File: src/rtl/btc_wb_pkg.sv
// Shared encodings for the Wishbone initiator: FSM states, response status codes
// and the fixed classic-cycle CTI/BTE values.
package btc_wb_pkg;

  typedef enum logic [1:0] {
    ST_IDLE = 2'b00,
    ST_BUS  = 2'b01,
    ST_GAP  = 2'b10,
    ST_RESP = 2'b11
  } state_t;

  localparam logic [1:0] STATUS_OK       = 2'b00;
  localparam logic [1:0] STATUS_ERR      = 2'b01;
  localparam logic [1:0] STATUS_RTY_EXH  = 2'b10;
  localparam logic [1:0] STATUS_TIMEOUT  = 2'b11;

  localparam logic [2:0] CTI_CLASSIC = 3'b000;
  localparam logic [1:0] BTE_LINEAR  = 2'b00;

endpackage

File: src/rtl/btc_wb_timeout.sv
// Counts bus cycles that pass without a termination; expired marks the cycle
// in which the TIMEOUT-th such cycle is reached.
module btc_wb_timeout #(
  parameter int TIMEOUT = 255
) (
  input  logic clk,
  input  logic rst_n,
  input  logic clear,
  input  logic enable,
  output logic expired
);

  localparam logic [15:0] LAST = 16'(TIMEOUT - 1);

  logic [15:0] count;

  assign expired = enable && (count == LAST);

  always_ff @(posedge clk) begin
    if (!rst_n || clear) begin
      count <= '0;
    end else if (enable && !expired) begin
      count <= count + 16'd1;
    end
  end

endmodule

File: src/rtl/btc_wb_initiator.sv
// Single-outstanding Wishbone classic initiator: accepts one command, runs the
// bus cycle with retry/timeout handling and returns one response.
module btc_wb_initiator
  import btc_wb_pkg::*;
#(
  parameter int ADDR_W    = 8,
  parameter int TIMEOUT   = 255,
  parameter int MAX_RETRY = 3
) (
  input  logic              clk,
  input  logic              rst_n,
  input  logic              cmd_valid,
  output logic              cmd_ready,
  input  logic              cmd_we,
  input  logic [ADDR_W-1:0] cmd_addr,
  input  logic [31:0]       cmd_wdata,
  input  logic [3:0]        cmd_sel,
  output logic              rsp_valid,
  input  logic              rsp_ready,
  output logic [31:0]       rsp_rdata,
  output logic [1:0]        rsp_status,
  output logic              wb_cycle,
  output logic              wb_strobe,
  output logic              wb_we,
  output logic [3:0]        wb_sel,
  output logic [ADDR_W-1:0] wb_addr,
  output logic [31:0]       wb_wdata,
  output logic [2:0]        wb_cti,
  output logic [1:0]        wb_bte,
  input  logic              wb_ack,
  input  logic              wb_err,
  input  logic              wb_rty,
  input  logic [31:0]       wb_rdata,
  output logic              busy,
  output logic [1:0]        dbg_state
);

  localparam int RW = (MAX_RETRY < 1) ? 1 : $clog2(MAX_RETRY + 1);

  state_t            state, state_n;
  logic              we_q;
  logic [ADDR_W-1:0] addr_q;
  logic [31:0]       wdata_q;
  logic [3:0]        sel_q;
  logic [RW-1:0]     retry_q;
  logic [31:0]       rdata_q, rdata_n;
  logic [1:0]        status_q, status_n;
  logic              load_rsp, retry_inc, accept, expired, term;

  // Handshakes: a transfer happens on any rising edge where valid && ready;
  // cmd_ready depends only on state, and rsp_* hold until rsp_ready.
  assign accept    = cmd_valid && (state == ST_IDLE);
  assign term      = wb_err || wb_ack || wb_rty;
  assign cmd_ready = (state == ST_IDLE);
  assign busy      = (state != ST_IDLE);
  assign wb_cycle  = (state == ST_BUS);
  assign wb_strobe = (state == ST_BUS);
  assign rsp_valid = (state == ST_RESP);
  assign wb_we     = we_q;
  assign wb_addr   = addr_q;
  assign wb_wdata  = wdata_q;
  assign wb_sel    = sel_q;
  assign wb_cti    = CTI_CLASSIC;
  assign wb_bte    = BTE_LINEAR;
  assign rsp_rdata = rdata_q;
  assign rsp_status = status_q;
  assign dbg_state = state;

  btc_wb_timeout #(.TIMEOUT(TIMEOUT)) u_timeout (
    .clk     (clk),
    .rst_n   (rst_n),
    .clear   (state != ST_BUS),
    .enable  ((state == ST_BUS) && !term),
    .expired (expired)
  );

  always_comb begin
    state_n   = state;
    load_rsp  = 1'b0;
    retry_inc = 1'b0;
    rdata_n   = '0;
    status_n  = STATUS_OK;
    case (state)
      ST_IDLE: if (cmd_valid) state_n = ST_BUS;
      ST_BUS: begin
        // err beats ack beats rty; any termination beats the timeout
        if (wb_err) begin
          state_n  = ST_RESP;
          load_rsp = 1'b1;
          status_n = STATUS_ERR;
        end else if (wb_ack) begin
          state_n  = ST_RESP;
          load_rsp = 1'b1;
          rdata_n  = we_q ? 32'd0 : wb_rdata;
        end else if (wb_rty) begin
          if (retry_q == RW'(MAX_RETRY)) begin
            state_n  = ST_RESP;
            load_rsp = 1'b1;
            status_n = STATUS_RTY_EXH;
          end else begin
            state_n   = ST_GAP;
            retry_inc = 1'b1;
          end
        end else if (expired) begin
          state_n  = ST_RESP;
          load_rsp = 1'b1;
          status_n = STATUS_TIMEOUT;
        end
      end
      ST_GAP:  state_n = ST_BUS;
      ST_RESP: if (rsp_ready) state_n = ST_IDLE;
      default: state_n = ST_IDLE;
    endcase
  end

  always_ff @(posedge clk) begin
    if (!rst_n) begin
      state    <= ST_IDLE;
      we_q     <= 1'b0;
      addr_q   <= '0;
      wdata_q  <= '0;
      sel_q    <= '0;
      retry_q  <= '0;
      rdata_q  <= '0;
      status_q <= STATUS_OK;
    end else begin
      state <= state_n;
      if (accept) begin
        we_q    <= cmd_we;
        addr_q  <= cmd_addr;
        wdata_q <= cmd_wdata;
        sel_q   <= cmd_sel;
        retry_q <= '0;
      end
      if (retry_inc) retry_q <= retry_q + RW'(1);
      if (load_rsp) begin
        rdata_q  <= rdata_n;
        status_q <= status_n;
      end
    end
  end

endmodule
File: config.mk
export PLATFORM = sky130hd
export DESIGN_NAME = btc_wb_initiator
export DESIGN_NICKNAME = d
export VERILOG_FILES = /design/src/rtl/btc_wb_pkg.sv /design/src/rtl/btc_wb_timeout.sv /design/src/rtl/btc_wb_initiator.sv
export SDC_FILE = /design/constraint.sdc
export NUM_CORES = 1
export LEC_CHECK = 0
export ABC_AREA = 1
export CAP_MARGIN = 20
export CORE_AREA = 2 2 102 104
export CTS_CLUSTER_SIZE = 20
export DETAILED_ROUTE_END_ITERATION = 8
export DIE_AREA = 0 0 104 106
export PLACE_DENSITY = 0.82
export SYNTH_ARGS = -nofsm -noshare
export SYNTH_HDL_FRONTEND = slang
export SYNTH_SLANG_ARGS = --single-unit
File: constraint.sdc
create_clock -name clk -period 2.05 [get_ports clk]
set_clock_uncertainty 0.2 [all_clocks]
set_input_delay 0.205 -clock clk [delete_from_list [all_inputs] [get_ports clk]]
set_output_delay 0.205 -clock clk [all_outputs]
set_load 0.05 [all_outputs]
### Word level (Yosys, flattened, before mapping)

Cells that the tools add are included.
Widths: inputs -> output; s select.

| word-level totals | value |
|---|---|
| register bits after elaboration | 99 |
| bits of input ports | 84 |
| word-level logic and storage cells | 65 |

| operators by class | value |
|---|---|
| add/subtract/negate cells | 2 |
| equality and inequality tests | 9 |
| multiplexer cells | 31 |
| reductions and logical operators | 14 |

Operators by type and width:

| kind | number |
|---|---|
| $mux 32 | 4 |
| $mux 2 | 14 |
| $add 16x1->16 const B | 1 |
| $eq 16x8->1 const B | 1 |
| $mux 1 | 12 |
| $pmux 2 s4 | 1 |
| $eq 2x2->1 const B | 3 |
| $ne 5x1->1 const B | 1 |
| $logic_and 1x1->1 | 4 |
| $ne 2x1->1 const B | 2 |
| $reduce_bool 2->1 | 2 |
| $logic_not 1->1 | 3 |
| $logic_or 1x1->1 | 3 |
| $reduce_and 3->1 | 1 |
| $add 2x1->2 const B | 1 |
| $eq 2x1->1 const B | 1 |
| $logic_not 2->1 | 1 |
| $ne 2x2->1 const B | 1 |

### Logic depth before layout (Yosys ltp)

Gate-level depths: netlist of the first run.

| logic depth | value |
|---|---|
| depth in word-level cells | 10 |
| gate-level depth with buffers | 10 |

### By module

Synthesis of the first run repeated with hierarchy kept, for this count alone.

| second synthesis, totals | value |
|---|---|
| cells, all modules | 580 |
| area total of the unflattened synthesis | 4230.3 µm² |

By module, submodules not included:

| module | times used | cells an instance | area each (µm²) | seq. area each (µm²) |
|---|---|---|---|---|
| btc_wb_initiator | 1 | 405 | 3153.0 | 1661.6 |
| btc_wb_timeout | 1 | 175 | 1077.3 | 320.3 |

### Worst setup path after synthesis of the first run

Ideal clock, no wire load.

| path | value |
|---|---|
| kind | reg-to-reg |
| start | register state[1], in the netlist dbg_state[1] |
| end | register we_q, in the netlist wb_we |
| library setup time | 0.116 ns |
| data arrival time | 2.029 ns |
| required time | 1.734 ns |
| path slack | -0.295 ns |
| cell stages (with the launch flop) | 9 |
| clock period less this slack | 2.345 ns |
| cells stage by stage | dfxtp_1 nor2_2 inv_2 nor2_4 inv_2 buf_2 buf_6 nor2_1 nor2_1 |

| between the ends | value |
|---|---|
| word-level cells in the longest chain between the ends | 2 |

RTL lines:

| what | line | RTL |
|---|---|---|
| from (decl) | btc_wb_initiator.sv:40 | `state_t state, state_n;` |
| from (signal assigned) | btc_wb_initiator.sv:127 | `state <= state_n;` |
| $logic_not 2->1 | -- |  |
| named net cmd_ready | btc_wb_initiator.sv:13 | `output logic cmd_ready,` |
| $logic_and 1x1->1 | btc_wb_initiator.sv:52 | `assign accept = cmd_valid && (state == ST_IDLE);` |
| to (signal assigned) | btc_wb_initiator.sv:129 | `we_q <= cmd_we;` |
| to (decl) | btc_wb_initiator.sv:41 | `logic we_q;` |

The timed path passes the listed nets, and every way through them passes these cells.
A chain may end at the register's enable or synchronous reset.

### Worst setup path after layout of the first run

| path | value |
|---|---|
| start | register state[0], in the netlist dbg_state[0] |
| end | output port dbg_state[0] |

RTL lines:

| what | line | RTL |
|---|---|---|
| to (decl) | btc_wb_initiator.sv:35 | `output logic [1:0] dbg_state` |

No word-level cell between the ends.

==> metrics.md, run 1 <==
| Metric | Value |
|---|---|
| Final net count | `785` |
| Number of buffers added to fix hold violations after cts | `0` |
| Final number of hold-violating endpoints | `0` |
| Buffer type at the clock tree root | `clkbuf_8` |
| I/O pin cnt | `about 180` |
| Core Region | `between 9000 and 10000 µm²` |
| Outcome | `finished clean` |
| Per-cell via count in the routed design | `about 5` |
| Tightest Pin Transition | `between 0.7 and 0.8 ns` |
| Async set or reset register ratio after synthesis | `0%` |
| Clock Pin Slew Worst Setup and Hold Paths | `approximately 0.09 ns` |
| Number of endpoints failing setup at the final stage | `0` |
| Top-area cell type share of the netlist area | `47.2%` |
| Routed length on met2 | `~5400 µm` |
| Total power | `4.45 mW` |
| Htree depth | `3` |
| Largest net degree at the start of global routing | `between 40 and 50` |
| Normalized max-slew margin | `between 40% and 50%` |
| Final cell area excluding filler cells | `6110 µm²` |
| Post-synthesis cell area | `approximately 4200 µm²` |
| Overall fraction of global-route tracks in use | `between 20% and 30%` |
| Final routed DRC violation total | `0` |
| Yosys synthesis warning count | `0` |
| Reg2Reg Depth | `9` |
| Total of flip-flops plus latches after synthesis | `99` |
| Most instantiated cells after synthesis | `nor2_1, dfxtp_1, nand2_1` |
| Leakage | `2.33 nW` |
| Topmost layer with routed signal wires | `met4` |
| Share of the clock period used by the worst path | `between 90 and 100%` |
| Hold/Removal Path Class | `primary input to flip-flop` |
| Critical path cell sequence | `clkdlybuf4s50_1` |
| Post-synth cell types | `34` |
| TritonCTS clock tree | `yes` |
| Cell area after placement | `5930 µm²` |
| Master of the slowest instance on the critical path | `clkdlybuf4s50_1` |
| Setup repair after global routing missed its margin | `no` |
| Post-CTS setup buffers | `0` |
| Number of global-route vias before repair | `4137` |
| Data arrival, critical path | `~1.6 ns` |
| Initial core utilization | `between 40% and 50%` |
| Crit-path max FO | `5` |
| Setup slack, reg-to-reg | `0.21 ns` |
| DRT antenna net count | `0` |
| Vertical die dimension | `approximately 110 µm` |
| Power density normalized to cell area | `728 nW/µm²` |
| First-pass DRT Iterations | `4` |
| CTS Sinks | `a little under 100` |
| Post-synth EDFFs | `0` |
| DR vias | `~4200` |
| Count of maximum capacitance violations | `0` |
| Launching instance or port of the critical path | `dbg_state[0]` |
| Number of buffer cells added on primary ports | `roughly 170` |
| Largest stage delay, worst path | `roughly 0.83 ns` |
| Final setup slack of the worst path | `around 0.075 ns` |
| Synth area leader | `dfxtp_1` |
| Dominant register cell in the synthesized netlist | `dfxtp_1` |
| Crit path capture type | `output pin` |
| Syn avg cell area | `roughly 7.7 µm²` |
| Final GP Congestion | `0.891` |
| Die footprint | `~11000 µm²` |
| Global-route wire length before repair | `19600 µm` |
| Element type at the critical path start | `flip-flop` |
| Met1 wire length | `a little under 5000 µm` |
| Final Routed Wirelength | `11500 µm` |
| Launch instance of the worst register-to-register path | `u_timeout.count[0]` |
| Later-pin clock latency in the skew report | `between 0.3 and 0.4 ns` |
| Area Overhead vs Synth | `45.7%` |
| Logic depth of the worst setup path including buffers | `1` |
| Most repeated cell in the gate-level netlist after synthesis | `nor2_1` |
| Row count | `37` |
| Placed instance count | `823` |
| Overflow left after global routing | `0` |
| Layout cells sized above 1 | `between 10% and 20%` |
| Diode count | `0` |
| Half-perimeter wire length after detailed placement | `8250 µm` |
| Number of DRC markers in iteration 0 | `between 200 and 300` |
| Final std cells w/o fill | `between 800 and 900` |
| Routed WL per cell | `roughly 14 µm` |
| Chip Width | `between 100 and 150 µm` |
| Crit Reg-Reg Endpoint | `rsp_status[0]` |
| Number of max-slew violations in the final report | `0` |
| Buffer levels on the longest clock path | `2` |
| Share of the yosys chip area belonging to registers | `approximately 47%` |
| Total met3 wirelength after detailed routing | `between 1000 and 1500 µm` |
| Crit path kind | `flip-flop to output pin` |
| Crit path max-delay family | `buffers and inverters` |
| Antenna violations before repair | `0` |
| Worst Setup Slack post-DPL | `-0.0147 ns` |
| Main area contributors after synthesis | `dfxtp_1, nor2_1, nand2_1, o21ai_0, nand4_1` |
| Worst path buffer plus inverter count | `1` |
| Critical path required time | `1.64 ns` |
| Capture point of the critical path | `dbg_state[0]` |
| Post-synthesis cell count | `543` |
| Crit path time final | `1.98 ns` |
| Worst-case vdd ir drop | `0.435 mV` |
| Number of clock buffers inserted by TritonCTS | `9` |
| Maximum operating frequency | `around 510 MHz` |
==> flip-flops by register name, summed over array words and instances (netlist names) <==
signal	cells
rsp_rdata	32
wb_wdata	32
u_timeout.count	16
wb_addr	8
wb_sel	4
dbg_state	2
retry_q	2
rsp_status	2
wb_we	1
==> layout by cell type, fill, tap and decap left out, drive strengths merged, types with 3 or more instances in the layout <==
cell type / count
nor3: 8
nand3b: 3
buf: 16
inv: 32
nor2: 110
xor2: 5
nand3: 14
clkinv: 3
dfxtp: 99
a21oi: 50
nand4: 35
clkbuf: 12
clkdlybuf4s50: 162
conb: 5
nand2: 88
ha: 3
o21ai: 52
==> repair_timing <==
action / CTS / global route
resized for setup: 0 / 2
setup endpoints to repair: 0 / 2
hold endpoints to repair: 0 / 0
==> per-layer routing <==
layer  vias to the layer above  global-route usage (%)
li1                       2082                       -
met1                      1952                    26.0
met2                       165                    33.9
met3                        18                    8.83
met4                         0                    7.14
met5                         -                       0
==> power by group <==
part           internal [mW]  switching, mW
registers               2.03         0.0616
clock network          0.507          0.644
logic                  0.431          0.772
total                   2.97           1.48
==> cells by family (layout without fill, tap and decap cells) <==
group | count (synthesis) | count (layout) | share of synthesized area, %
XOR/XNOR | 5 | 5 | 1.04
buffers and inverters | 70 | 226 | 8.58
other | 1 | 5 | 0.0893
adder cells (fa/ha/maj) | 3 | 3 | 0.894
AO/OA/AOI/OAI | 105 | 105 | 13.4
flip-flops | 99 | 99 | 47.2
AND/OR/NAND/NOR | 260 | 260 | 28.8
==> final cells by class <==
cell class	count	area, µm²
inverter	31	119
tap	136	170
clock inverter	4	23.8
fill	872	3880
timing repair buffer	179	1780
multi-input combinational	378	1880
sequential	99	1980
clock buffer	12	155
==> through the flow <==
| step | hold slack (ns) | TNS, ns | utilization [%] |
|---|---|---|---|
| 2_1_floorplan | 0.140 | 0 | - |
| 3_3_place_gp | 0.241 | 0 | 59.3 |
| 3_5_place_dp | 0.255 | -0.0469 | 59.3 |
| 4_1_cts | 0.198 | 0 | 61.1 |
| 5_1_grt | 0.215 | 0 | 61.1 |
| 6_report | 0.222 | 0 | 61.1 |
==> how the worst min path moves through the flow <==
stage | cells past startpoint | to | slack (ns) | start
floorplan | 2 | wb_sel[0] | 0.14 | cmd_sel[0]
global placement | 1 | retry_q[0] | 0.24 | retry_q[0]
detailed placement | 2 | rsp_rdata[3] | 0.26 | rsp_rdata[3]
CTS | 3 | wb_addr[0] | 0.20 | cmd_addr[0]
global route | 3 | wb_addr[0] | 0.21 | cmd_addr[0]
finish | 3 | wb_addr[0] | 0.22 | cmd_addr[0]
(Power assumes the default switching activity.)
==> run 2: changes to the inputs <==
- CTS_CLUSTER_SIZE: 20 -> unset
==> results of run 2 <==
Same layout as run 1: the final DEF is identical, and so are final timing and power.
